===== src/rtl/pid_sample_sched.sv =====
// pid_sample_sched
// Sample-rate scheduler for the servo PID datapath. A period counter produces
// a one-cycle sample tick; a small FSM runs the ADC start/done handshake,
// latches position and reference, strobes the PID, waits out its pipeline,
// and converts Yk into a saturated PWM duty word plus a direction bit.
module pid_sample_sched #(
    parameter int cant_bits = 13,
    parameter int PERIOD    = 50000,
    parameter int PID_LAT   = 6,
    parameter int ADC_TMO   = 1000,
    parameter int SHIFT     = 8,
    parameter int DUTY_BITS = 10
) (
    input  logic                   Clk_G,
    input  logic                   Rst_G,
    input  logic                   Enable,
    input  logic                   Clr_Flags,
    output logic                   Adc_Start,
    input  logic                   Adc_Done,
    input  logic [cant_bits-1:0]   Adc_Data,
    input  logic [cant_bits-1:0]   Ref_In,
    output logic [cant_bits-1:0]   Pot,
    output logic [cant_bits-1:0]   Ref,
    output logic                   Rx_En,
    input  logic [2*cant_bits-1:0] Yk,
    output logic [DUTY_BITS-1:0]   Duty,
    output logic                   Dir,
    output logic                   Duty_Valid,
    output logic                   Overrun,
    output logic                   Timeout
);

    localparam int YW = 2 * cant_bits;
    localparam int PW = $clog2(PERIOD);
    localparam int TW = $clog2(ADC_TMO + 1);
    localparam int LW = $clog2(PID_LAT + 1);

    localparam logic [PW-1:0]        PERIOD_LAST   = PW'(PERIOD - 1);
    localparam logic [TW-1:0]        TMO_LAST      = TW'(ADC_TMO - 1);
    localparam logic [LW-1:0]        LAT_LAST      = LW'(PID_LAT - 1);
    localparam logic [DUTY_BITS-1:0] DUTY_MAX      = '1;
    localparam logic [YW:0]          DUTY_MAX_WIDE = (YW + 1)'((1 << DUTY_BITS) - 1);

    typedef enum logic [2:0] {
        S_IDLE,
        S_WAIT_TICK,
        S_ADC_REQ,
        S_ADC_WAIT,
        S_FIRE,
        S_WAIT_PID,
        S_CAPTURE
    } state_t;

    state_t                 state;
    logic [PW-1:0]          period_cnt;
    logic [TW-1:0]          tmo_cnt;
    logic [LW-1:0]          lat_cnt;
    logic                   tick;
    logic [YW:0]            yk_wide;
    logic [YW:0]            yk_mag;
    logic [YW:0]            yk_shr;
    logic [DUTY_BITS-1:0]   duty_next;

    // Sample tick: the last count of the period while scheduling is enabled.
    assign tick = Enable && (period_cnt == PERIOD_LAST);

    // Period counter; held at zero while disabled so the first tick lands a full period after Enable rises.
    always_ff @(posedge Clk_G or posedge Rst_G) begin
        if (Rst_G) begin
            period_cnt <= '0;
        end else if (!Enable) begin
            period_cnt <= '0;
        end else if (period_cnt == PERIOD_LAST) begin
            period_cnt <= '0;
        end else begin
            period_cnt <= period_cnt + PW'(1);
        end
    end

    // Yk to duty: magnitude in one extra bit so the most negative Yk cannot overflow, scale, then saturate.
    always_comb begin
        yk_wide   = {Yk[YW-1], Yk};
        yk_mag    = yk_wide[YW] ? (-yk_wide) : yk_wide;
        yk_shr    = yk_mag >> SHIFT;
        duty_next = (yk_shr > DUTY_MAX_WIDE) ? DUTY_MAX : yk_shr[DUTY_BITS-1:0];
    end

    // Sample sequencer with registered strobes, latched PID operands, duty output and sticky flags.
    always_ff @(posedge Clk_G or posedge Rst_G) begin
        if (Rst_G) begin
            state      <= S_IDLE;
            tmo_cnt    <= '0;
            lat_cnt    <= '0;
            Adc_Start  <= 1'b0;
            Rx_En      <= 1'b0;
            Duty_Valid <= 1'b0;
            Pot        <= '0;
            Ref        <= '0;
            Duty       <= '0;
            Dir        <= 1'b0;
            Overrun    <= 1'b0;
            Timeout    <= 1'b0;
        end else begin
            Adc_Start  <= 1'b0;
            Rx_En      <= 1'b0;
            Duty_Valid <= 1'b0;

            // The clear is written first so any set event below overrides it.
            if (Clr_Flags) begin
                Overrun <= 1'b0;
                Timeout <= 1'b0;
            end

            // A tick arriving mid-sample is dropped; only the flag remembers it.
            if (tick && (state != S_IDLE) && (state != S_WAIT_TICK)) begin
                Overrun <= 1'b1;
            end

            case (state)
                S_IDLE: begin
                    if (Enable) begin
                        state <= S_WAIT_TICK;
                    end
                end

                S_WAIT_TICK: begin
                    if (tick) begin
                        state     <= S_ADC_REQ;
                        Adc_Start <= 1'b1;
                        tmo_cnt   <= '0;
                    end else if (!Enable) begin
                        state <= S_IDLE;
                    end
                end

                S_ADC_REQ: begin
                    tmo_cnt <= tmo_cnt + TW'(1);
                    state   <= S_ADC_WAIT;
                end

                S_ADC_WAIT: begin
                    if (Adc_Done) begin
                        Pot     <= Adc_Data;
                        Ref     <= Ref_In;
                        Rx_En   <= 1'b1;
                        lat_cnt <= '0;
                        state   <= S_FIRE;
                    end else if (tmo_cnt >= TMO_LAST) begin
                        Timeout <= 1'b1;
                        state   <= S_WAIT_TICK;
                    end else begin
                        tmo_cnt <= tmo_cnt + TW'(1);
                    end
                end

                S_FIRE: begin
                    lat_cnt <= lat_cnt + LW'(1);
                    state   <= (PID_LAT == 1) ? S_CAPTURE : S_WAIT_PID;
                end

                S_WAIT_PID: begin
                    if (lat_cnt == LAT_LAST) begin
                        state <= S_CAPTURE;
                    end else begin
                        lat_cnt <= lat_cnt + LW'(1);
                    end
                end

                S_CAPTURE: begin
                    Duty       <= duty_next;
                    Dir        <= Yk[YW-1];
                    Duty_Valid <= 1'b1;
                    state      <= Enable ? S_WAIT_TICK : S_IDLE;
                end

                default: begin
                    state <= S_IDLE;
                end
            endcase
        end
    end

endmodule

===== config.mk =====
export PLATFORM = sky130hd
export DESIGN_NAME = pid_sample_sched
export DESIGN_NICKNAME = d
export VERILOG_FILES = /design/src/rtl/pid_sample_sched.sv
export SDC_FILE = /design/constraint.sdc
export NUM_CORES = 1
export LEC_CHECK = 0
export ABC_AREA = 1
export CAP_MARGIN = 10
export CORE_UTILIZATION = 45
export DETAILED_ROUTE_END_ITERATION = 8
export HOLD_SLACK_MARGIN = 0.12
export PLACE_DENSITY = 0.85
export SLEW_MARGIN = 20
export SYNTH_ARGS = -nofsm -noshare
export SYNTH_HDL_FRONTEND = slang
export SYNTH_SLANG_ARGS = --single-unit

===== constraint.sdc =====
create_clock -name Clk_G -period 2.15 [get_ports Clk_G]
set_input_delay 0.215 -clock Clk_G [delete_from_list [all_inputs] [get_ports Clk_G]]
set_output_delay 0.215 -clock Clk_G [all_outputs]
set_load 0.05 [all_outputs]

# --- Word-level counts from Yosys, hierarchy flattened ---
# Cells that the tools add are included.
totals:
  register_bits: 74
  latch_bits: 0
  ram_bits: 0
  romBits: 0
  input_bits: 57
  mem_count: 0
op_classes:
  add_sub_neg: 4
  n_mul: 0
  div_mod_pow: 0
  n_lt_le_gt_ge: 2
  n_eq_ne: 18
  shift: 0
  n_mux: 30
  bitwise_logic: 0
  n_reduce_logical: 12
ops:
  columns: ["cell", "count"]
  rows:
  - ["10-bit 2-to-1 mux", 4]
  - ["16-bit 2-to-1 mux", 2]
  - ["10-bit one-hot mux with 3 select lines", 1]
  - ["27-bit 2-to-1 mux", 1]
  - ["27-bit negation", 1]
  - ["3-bit 2-to-1 mux", 8]
  - ["3-bit one-hot mux with 7 select lines", 1]
  - ["19-bit by 10-bit greater-than comparator with 1-bit output (second input constant)", 1]
  - ["16-bit by 1-bit adder with 16-bit output (second input constant)", 1]
  - ["16-bit equality test (second input constant)", 1]
  - ["2-bit inequality test (second input constant)", 7]
  - ["3-bit equality test (second input constant)", 4]
  - ["1-bit 2-to-1 mux", 12]
  - ["10-bit by 1-bit adder with 10-bit output (second input constant)", 1]
  - ["10-bit greater-or-equal comparator (second input constant)", 1]
  - ["3-bit one-hot mux with 3 select lines", 1]
  - ["3-bit nonzero test", 3]
  - ["4-bit AND reduction", 2]
  - ["3-bit by 2-bit equality test with 1-bit output (second input constant)", 2]
  - ["3-bit inequality test (second input constant)", 2]
  - ["3-bit by 1-bit adder with 3-bit output (second input constant)", 1]
  - ["3-bit by 1-bit equality test with 1-bit output (second input constant)", 1]
  - ["1-bit logical AND", 3]
  - ["3-bit logical NOT", 1]
  - ["other kinds (4)", 4]

# --- Depth between registers and ports, before layout ---
# Gate-level depths: netlist of the first run.
logic_depth:
  word_depth: 5
  ltp_mapped: 12
  mapped_depth_nobuf: 12

# --- Worst setup path before layout of the first run ---
# No wires, ideal clock.
synth_path:
  path_type: "register to register"
  startpoint: "register tmo_cnt[0]"
  endpoint: "register tmo_cnt[2]"
  setup_time_ns: 0.126
  arrival_time_ns: 1.440
  required_time_ns: 2.024
  slack_ns: 0.584
  stages_incl_launch_ff: 11
  path_buffers: 1
  path_cell_list: "dfrtp_1 -> ha_1 -> nand2_1 -> nand3_1 -> nand3_1 -> nor2_1 -> nor3_1 -> nand2_1 -> buf_2 -> nand2_1 -> o21ai_0"
synth_via:
  elab_chain_cells: 4
  elab_cells_between_ends: 7
synth_rtl:
  columns: ["element", "line", "source"]
  rows:
  - ["start: declaration", "56", "logic [TW-1:0] tmo_cnt;"]
  - ["start signal: assignment", "137", "tmo_cnt <= tmo_cnt + TW'(1);"]
  - ["start signal: assignment", "152", "tmo_cnt <= tmo_cnt + TW'(1);"]
  - ["10-bit by 1-bit adder with 10-bit output", "137, 152", null]
  - ["10-bit 2-to-1 mux", "148", "end else if (tmo_cnt >= TMO_LAST) begin"]
  - ["10-bit 2-to-1 mux", "142", "if (Adc_Done) begin"]
  - ["10-bit one-hot mux with 3 select lines", "119", "case (state)"]
# Parallel ways exist; a longest one is shown, timed or not. The select of a mux whose other input is x is not followed.
# A chain may end at the register's enable or synchronous reset.

# --- Worst setup path in the final report of the first run ---
layout_path:
  startpoint: "register period_cnt[0]"
  endpoint: "register tmo_cnt[4]"
layout_via:
  elab_chain_cells: 4
layout_rtl:
  columns: ["element", "line", "source"]
  rows:
  - ["start: declaration", "55", "logic [PW-1:0] period_cnt;"]
  - ["start signal: assignment", "76", "period_cnt <= period_cnt + PW'(1);"]
  - ["16-bit equality test", "65", "assign tick = Enable && (period_cnt == PERIOD_LAST);"]
  - ["1-bit logical AND", "65", null]
  - ["2-bit inequality test (no line)", null, null]
  - ["4-bit AND reduction (no line)", null, null]
# No other way between the ends.

==> flow_metrics.env, run 1 <==
export IMPL_outcome="finished, violations left"
export IMPL_violations="DRC"
export IMPL_syn_inst=538
export IMPL_gr_total_overflow=0
export IMPL_die_y_um=97.6
export IMPL_dr_pass1_iters=7
export IMPL_finalCritPeriodShare=0.896
export IMPL_drc=2
export IMPL_hold_class="in -> async"
export IMPL_yosysWarnings=0
export IMPL_syn_area_per_cell_um2=7.64
export IMPL_rows=34
export IMPL_crit_required_ns=2.42
export IMPL_rr_worst_depth=9
export IMPL_ir_drop_mv=0.567
export IMPL_reg2reg_setup_slack_ns=0.22
export IMPL_leakage_nw=2.45
export IMPL_final_max_slew_viol_count=0
export IMPL_pwr_share_comb=0.432
export IMPL_crit_type="reg -> reg"
export IMPL_grt_max_degree=36
export IMPL_min_period_ns=1.93
export IMPL_fin_setup_tns_ns=0
export IMPL_synthAdderAreaFrac=0.0122
export IMPL_first_global_vias=3676
export IMPL_grt_pass1_wl_mm=16.6
export IMPL_power_internal_w=0.00278
export IMPL_max_freq_ghz=0.519
export IMPL_place_gp_congestion=1.00
export IMPL_worstSkewPairLatency_ns=0.35
export IMPL_endpoint_kind="register"
export IMPL_reg2reg_from="period_cnt[0]"
export IMPL_crit_path_max_fanout=12
export IMPL_rsz0062_at_grt="no"
export IMPL_cp_slowest_cell="dfrtp_1"
export IMPL_wl_per_cell_um=12.6
export IMPL_switchingPower_w=0.00212
export IMPL_postCtsSetupRepairBufs=0
export IMPL_vias=3821
export IMPL_crit_path_max_incr_delay_ns=0.39
export IMPL_max_slew_margin_rel=0.645
export IMPL_nNetsFinal=706
export IMPL_syn_nets=599
export IMPL_setup_viol_count_final=0
export IMPL_crit_top_cell="o21ai_0"
export IMPL_startpoint_type="register"
export IMPL_hold_buffers=0
export IMPL_mappedNetlistArea_mm2=0.00411
export IMPL_max_cap_violations=0
export IMPL_fillers=749
export IMPL_drt_wl_total_mm=9.59
export IMPL_io_buffers=98
export IMPL_cts_buffers=9
export IMPL_die_w_um=97.6
export IMPL_cts_path_max_buffers=2
export IMPL_place_inst=742
export IMPL_synth_compound_area_frac=0.0879
export IMPL_cts_tree="built"
export IMPL_r2r_end="tmo_cnt[4]"
export IMPL_initial_core_util=0.467
export IMPL_crit_start="period_cnt[0]"
export IMPL_drive_above_1_share=0.122
export IMPL_synth_distinct_cells=36
export IMPL_cp_data_arrival_time_ns=2.20
export IMPL_final_core_util=0.616
export IMPL_drtIter0Drc=206
export IMPL_synth_seq_cells=74
export IMPL_p_clk_frac=0.192
export IMPL_path_cells="ha_1 > nand3_2 > nor2_1 > nand4_1 > o21ai_0 > nand2_2 > inv_2 > nand2_1 > o21ai_0"
export IMPL_fin_skew_ns=0.0117
export IMPL_clockRootBuffer="clkbuf_8"
export IMPL_p_seq_frac=0.376
export IMPL_dpl_hpwl_mm=7.48
export IMPL_cts_sinks=74
export IMPL_antenna_found_initial=0
export IMPL_sw_frac_of_total=0.433
export IMPL_final_cells=758
export IMPL_grt_usage=0.217
export IMPL_ant_nets=0
export IMPL_ioPinCount=99
export IMPL_synth_xor_area_share=0.0256
export IMPL_routed_via_density=5.04
export IMPL_synthMuxAreaShare=0
export IMPL_htree_levels=3
export IMPL_powerDensity_mw_per_mm2=906
export IMPL_synth_yosys_seq_area_share=0.450
export IMPL_clkTransAtPathRegs_ns=0.08
export IMPL_coreArea_mm2=0.00881
export IMPL_yosys_area_share_simple=0.365
export IMPL_antenna_cells=0
export IMPL_area_delta_synth_final_pct=31.8
export IMPL_worst_slew_pin_slew_ns=0.531
export IMPL_synth_top_family_by_area="simple AND/OR/NAND/NOR gates"
export IMPL_die_area_mm2=0.00953
export IMPL_finalHoldViolCount=0
-- cells in the mapped netlist, drive strengths merged --
master	number	area, um^2
nand2	184	728
nor2	80	382
dfrtp	74	1850
inv	50	188
nand3	33	190
o21ai	33	165
a21oi	27	173
nor3	14	86.3
xor2	9	78.8
buf	5	25.0
clkbuf	5	28.8
nand4	5	31.3
nor4	5	52.6
ha	4	50.1
xnor2	3	26.3
a211oi	1	7.51
a22oi	1	7.51
a41oi	1	8.76
and2	1	6.26
nand3b	1	7.51
nor3b	1	12.5
or2	1	6.26
-- flip-flops by register name, indices dropped and copies added, names as in the netlist --
signal / count
Dir: 1
Timeout: 1
period_cnt: 16
state: 3
lat_cnt: 3
Overrun: 1
Duty_Valid: 1
Duty: 10
Rx_En: 1
tmo_cnt: 10
Pot: 13
Ref: 13
Adc_Start: 1
-- what timing repair did --
action | CTS | global route
endpoints found under the setup margin | 0 | 4
endpoints found under the hold margin | 0 | 0
resized for setup | 0 | 1
-- power by group through the flow --
stage / registers [W] / logic (W) / clock network, W
after floorplan: 0.00268 / 0.000539 / 0
after global placement: 0.00186 / 0.00208 / 0
after detailed placement: 0.00186 / 0.00212 / 0
after CTS: 0.00184 / 0.00212 / 0.000968
after global routing: 0.00189 / 0.00226 / 0.00103
final: 0.00185 / 0.00212 / 0.000944
-- layout make-up --
type | count | area (um^2) | share of cell area
Multi-Input combinational cell | 404 | 2020 | 0.373
Clock buffer | 11 | 131 | 0.0242
Timing Repair Buffer | 106 | 1050 | 0.194
Sequential cell | 74 | 1850 | 0.342
Tap cell | 108 | 135 | 0.0249
Inverter | 50 | 188 | 0.0346
Clock inverter | 5 | 38.8 | 0.00716
-- worst max-delay path by stage --
stage / slack, ns / depth (start not counted) / end
final: 0.22 / 9 / tmo_cnt[4]
after global placement: 0.06 / 11 / Duty[5]
after CTS: 0.18 / 9 / tmo_cnt[4]
after global routing: 0.03 / 9 / tmo_cnt[4]
after detailed placement: 0.04 / 11 / Duty[5]
after floorplan: 0.05 / 1 / Adc_Start
-- logic make-up after synthesis --
group / count (synthesis)
AND/OR/NAND/NOR: 325
flip-flops: 74
AO/OA/AOI/OAI: 63
buffers and inverters: 60
XOR/XNOR: 12
adder cells (fa/ha/maj): 4
-- metrics by stage --
step                power, W  instance area (um^2)  worst slack [ns]  hold slack (ns)
floorplan            0.00321                  4110            0.0534            0.332
global placement     0.00393                  5250            0.0597            0.454
detailed placement   0.00399                  5250            0.0437            0.458
CTS                  0.00494                  5420             0.175            0.156
global route         0.00518                  5420            0.0273            0.186
finish               0.00491                  5420             0.223            0.157
-- cells in the final DEF, fill, tap and decap left out, types with 2 or more instances in the layout --
cell	instances
nand2_2	13
nand2_1	170
a21oi_2	10
inv_2	4
o21ai_1	4
dfrtp_1	74
inv_1	46
nor3_1	12
a21oi_1	17
nor4_1	3
nor2_4	4
buf_4	7
xnor2_1	3
nand3_2	5
ha_1	4
nor2_2	14
o21ai_0	29
xor2_1	9
clkbuf_1	2
clkbuf_8	9
clkinv_4	2
nand3_1	28
nand4_1	5
nor2_1	61
clkdlybuf4s50_1	98
-- critical path, delay by kind of cell, from the launching register on --
kind            cells  cell delay [ns]
simple gates        5             0.69
flops               1             0.39
compound gates      2             0.36
fa+ha+maj           1             0.22
buf+inv             1             0.19
-- layer usage --
layer	share of wire	up-vias	wire length (um)	global-route usage
li1	-	1925	-	-
met1	0.42	1792	4060	0.265
met2	0.53	94	5050	0.376
met3	0.038	10	362	0.0446
met4	0.012	0	112	0.0804
met5	0	-	0	0
Note: power is estimated with default switching activity, not from simulation.
==> inputs of run 2 (changes only) <==
CORE_UTILIZATION = 39   (was 45)
PLACE_DENSITY = 0.77   (was 0.85)
REMOVE_ABC_BUFFERS = 1   (was default)
==> flow_metrics.env, run 2 (synthesized netlist as in run 1, its figures left out) <==
export IMPL_outcome="finished, final reports clean"
export IMPL_ioPinCount=99
export IMPL_hold_class="in -> async"
export IMPL_grtUsageMet3=0.0405
export IMPL_largest_reg_flops=16
export IMPL_cts_sinks=74
export IMPL_rows=37
export IMPL_cts_tree="built"
export IMPL_multiInputGateArea_mm2=0.00202
export IMPL_register_area_mm2=0.00185
export IMPL_clkTransAtPathRegs_ns=0.08
export IMPL_top_register="period_cnt"
export IMPL_drtIter0Drc=199
export IMPL_cts_path_max_buffers=2
export IMPL_clockRootBuffer="clkbuf_8"
export IMPL_leakage_nw=2.46
export IMPL_grt_max_degree=75
export IMPL_grt_usage=0.184
export IMPL_cp_data_arrival_time_ns=2.17
export IMPL_die_w_um=105
export IMPL_coreArea_mm2=0.0103
export IMPL_place_gp_congestion=0.911
export IMPL_min_period_ns=1.91
export IMPL_fin_ws_ns=0.242
export IMPL_crit_path_max_fanout=12
export IMPL_max_slew_margin_rel=0.639
export IMPL_gr_total_overflow=0
export IMPL_first_global_vias=3752
export IMPL_htree_levels=3
export IMPL_wl_per_cell_um=12.3
export IMPL_area_delta_synth_final_pct=32.9
export IMPL_routed_via_density=4.82
export IMPL_max_cap_violations=0
export IMPL_finalCritPeriodShare=0.888
export IMPL_grt_pass1_wl_mm=16.3
export IMPL_powerDensity_mw_per_mm2=918
export IMPL_vias=3777
export IMPL_hold_buffers=0
export IMPL_reg_largest_list="period_cnt: 16 flops, Pot: 13 flops, Ref: 13 flops"
export IMPL_max_freq_ghz=0.524
export IMPL_die_y_um=105
export IMPL_endpoint_kind="register"
export IMPL_drt_wl_total_mm=9.68
export IMPL_startpoint_type="register"
export IMPL_use_met1=0.207
export IMPL_crit_required_ns=2.41
export IMPL_worst_slew_pin_slew_ns=0.540
export IMPL_layout_commonest_cell="nand2_1"
export IMPL_top_usage_layer="met2"
export IMPL_crit_type="reg -> reg"
export IMPL_ant_nets=0
export IMPL_fin_skew_ns=0.0159
export IMPL_nNetsFinal=704
export IMPL_finalHoldViolCount=0
export IMPL_use_met2=0.334
export IMPL_io_buffers=98
export IMPL_worstSkewPairLatency_ns=0.35
export IMPL_dpl_hpwl_mm=7.36
export IMPL_final_max_slew_viol_count=0
export IMPL_antenna_found_initial=0
export IMPL_initial_core_util=0.400
export IMPL_fin_setup_tns_ns=0
export IMPL_die_area_mm2=0.0110
export IMPL_preCtsSetupSlack_ns=0.121
export IMPL_antenna_cells=0
export IMPL_cts_buffers=9
export IMPL_dr_pass1_iters=6
export IMPL_drive_above_1_share=0.120
export IMPL_timing_hold_ws_ns=0.255
export IMPL_ir_drop_mv=0.500
export IMPL_setup_viol_count_final=0
export IMPL_rsz0062_at_grt="no"
export IMPL_fillers=983
export IMPL_layout_common_cells="nand2_1, clkdlybuf4s50_1, dfrtp_1"
export IMPL_drc=0
==> run 2: cell count changes in the layout (fill, tap and decap cells not counted), sizes merged <==
| cell | previous run | this run |
|---|---|---|
| clkbuf | 11 | 10 |
| clkinv | 3 | 4 |
| clkinvlp | 1 | 0 |
| buf | 8 | 6 |
| bufinv | 0 | 1 |
==> run 2: path summary, 6_finish.rpt <==
check / slack, ns / startpoint / end / cells past startpoint
worst max-delay path: 0.24 / tmo_cnt[0] / tmo_cnt[3] / 10
worst min-delay path: 0.25 / Rst_G / tmo_cnt[3] / 3
worst max register to register: 0.24 / tmo_cnt[0] / tmo_cnt[3] / 10
worst min register to register: 0.47 / Ref[4] / Ref[4] / 2
max in group asynchronous: 1.57 / Rst_G / period_cnt[7] / 3
min in group Clk_G: 0.39 / Ref_In[6] / Ref[6] / 3
==> run 2: through the flow <==
stage / utilization / power (W) / std cells / cell area [um^2]
2_1_floorplan: - / 0.00319 / 528 / 4060
5_1_grt: 0.532 / 0.00528 / 784 / 5460
3_3_place_gp: 0.513 / 0.00394 / 768 / 5270
6_report: 0.532 / 0.00502 / 784 / 5460
4_1_cts: 0.531 / 0.00505 / 784 / 5460
3_5_place_dp: 0.513 / 0.00399 / 768 / 5270
==> run 2: final cells by class <==
class / instances / area share
well taps: 136 / 0.0311
flip-flops and latches: 74 / 0.339
multi-input cells: 404 / 0.370
inverters: 50 / 0.0343
clock buffers: 10 / 0.0234
clock inverters: 6 / 0.0121
repair buffers: 104 / 0.190
==> run 2: worst max-delay path, stage by stage (launching register included) <==
cell and delay [ns]:
dfrtp_1 0.44, ha_1 0.27, nand2_1 0.10, nand3_1 0.08, nand3_1 0.15, nor2_1 0.06
nor3_1 0.19, nand2_2 0.20, inv_2 0.18, nand2_1 0.07, o21ai_0 0.08
==> run 2: metal layers <==
metal / share of wire / vias up / wire [um]
met2: 0.51 / 102 / 4890
met3: 0.040 / 22 / 387
li1: - / 1921 / -
met5: 0 / - / 0
met1: 0.43 / 1732 / 4140
met4: 0.026 / 0 / 250
==> run 2: timing repair <==
action                                  4_1_cts  5_1_grt
gates resized for setup                       0        1
endpoints found under the setup margin        0        3
buffers inserted                              0        0
==> run 2: report_power, final <==
| part | internal, W | leakage, nW | switching (W) |
|---|---|---|---|
| Combinational | 0.000686 | 1.42 | 0.00143 |
| Clock | 0.000540 | 0.101 | 0.000515 |
| Sequential | 0.00167 | 0.935 | 0.000176 |
| Total | 0.00290 | 2.46 | 0.00212 |
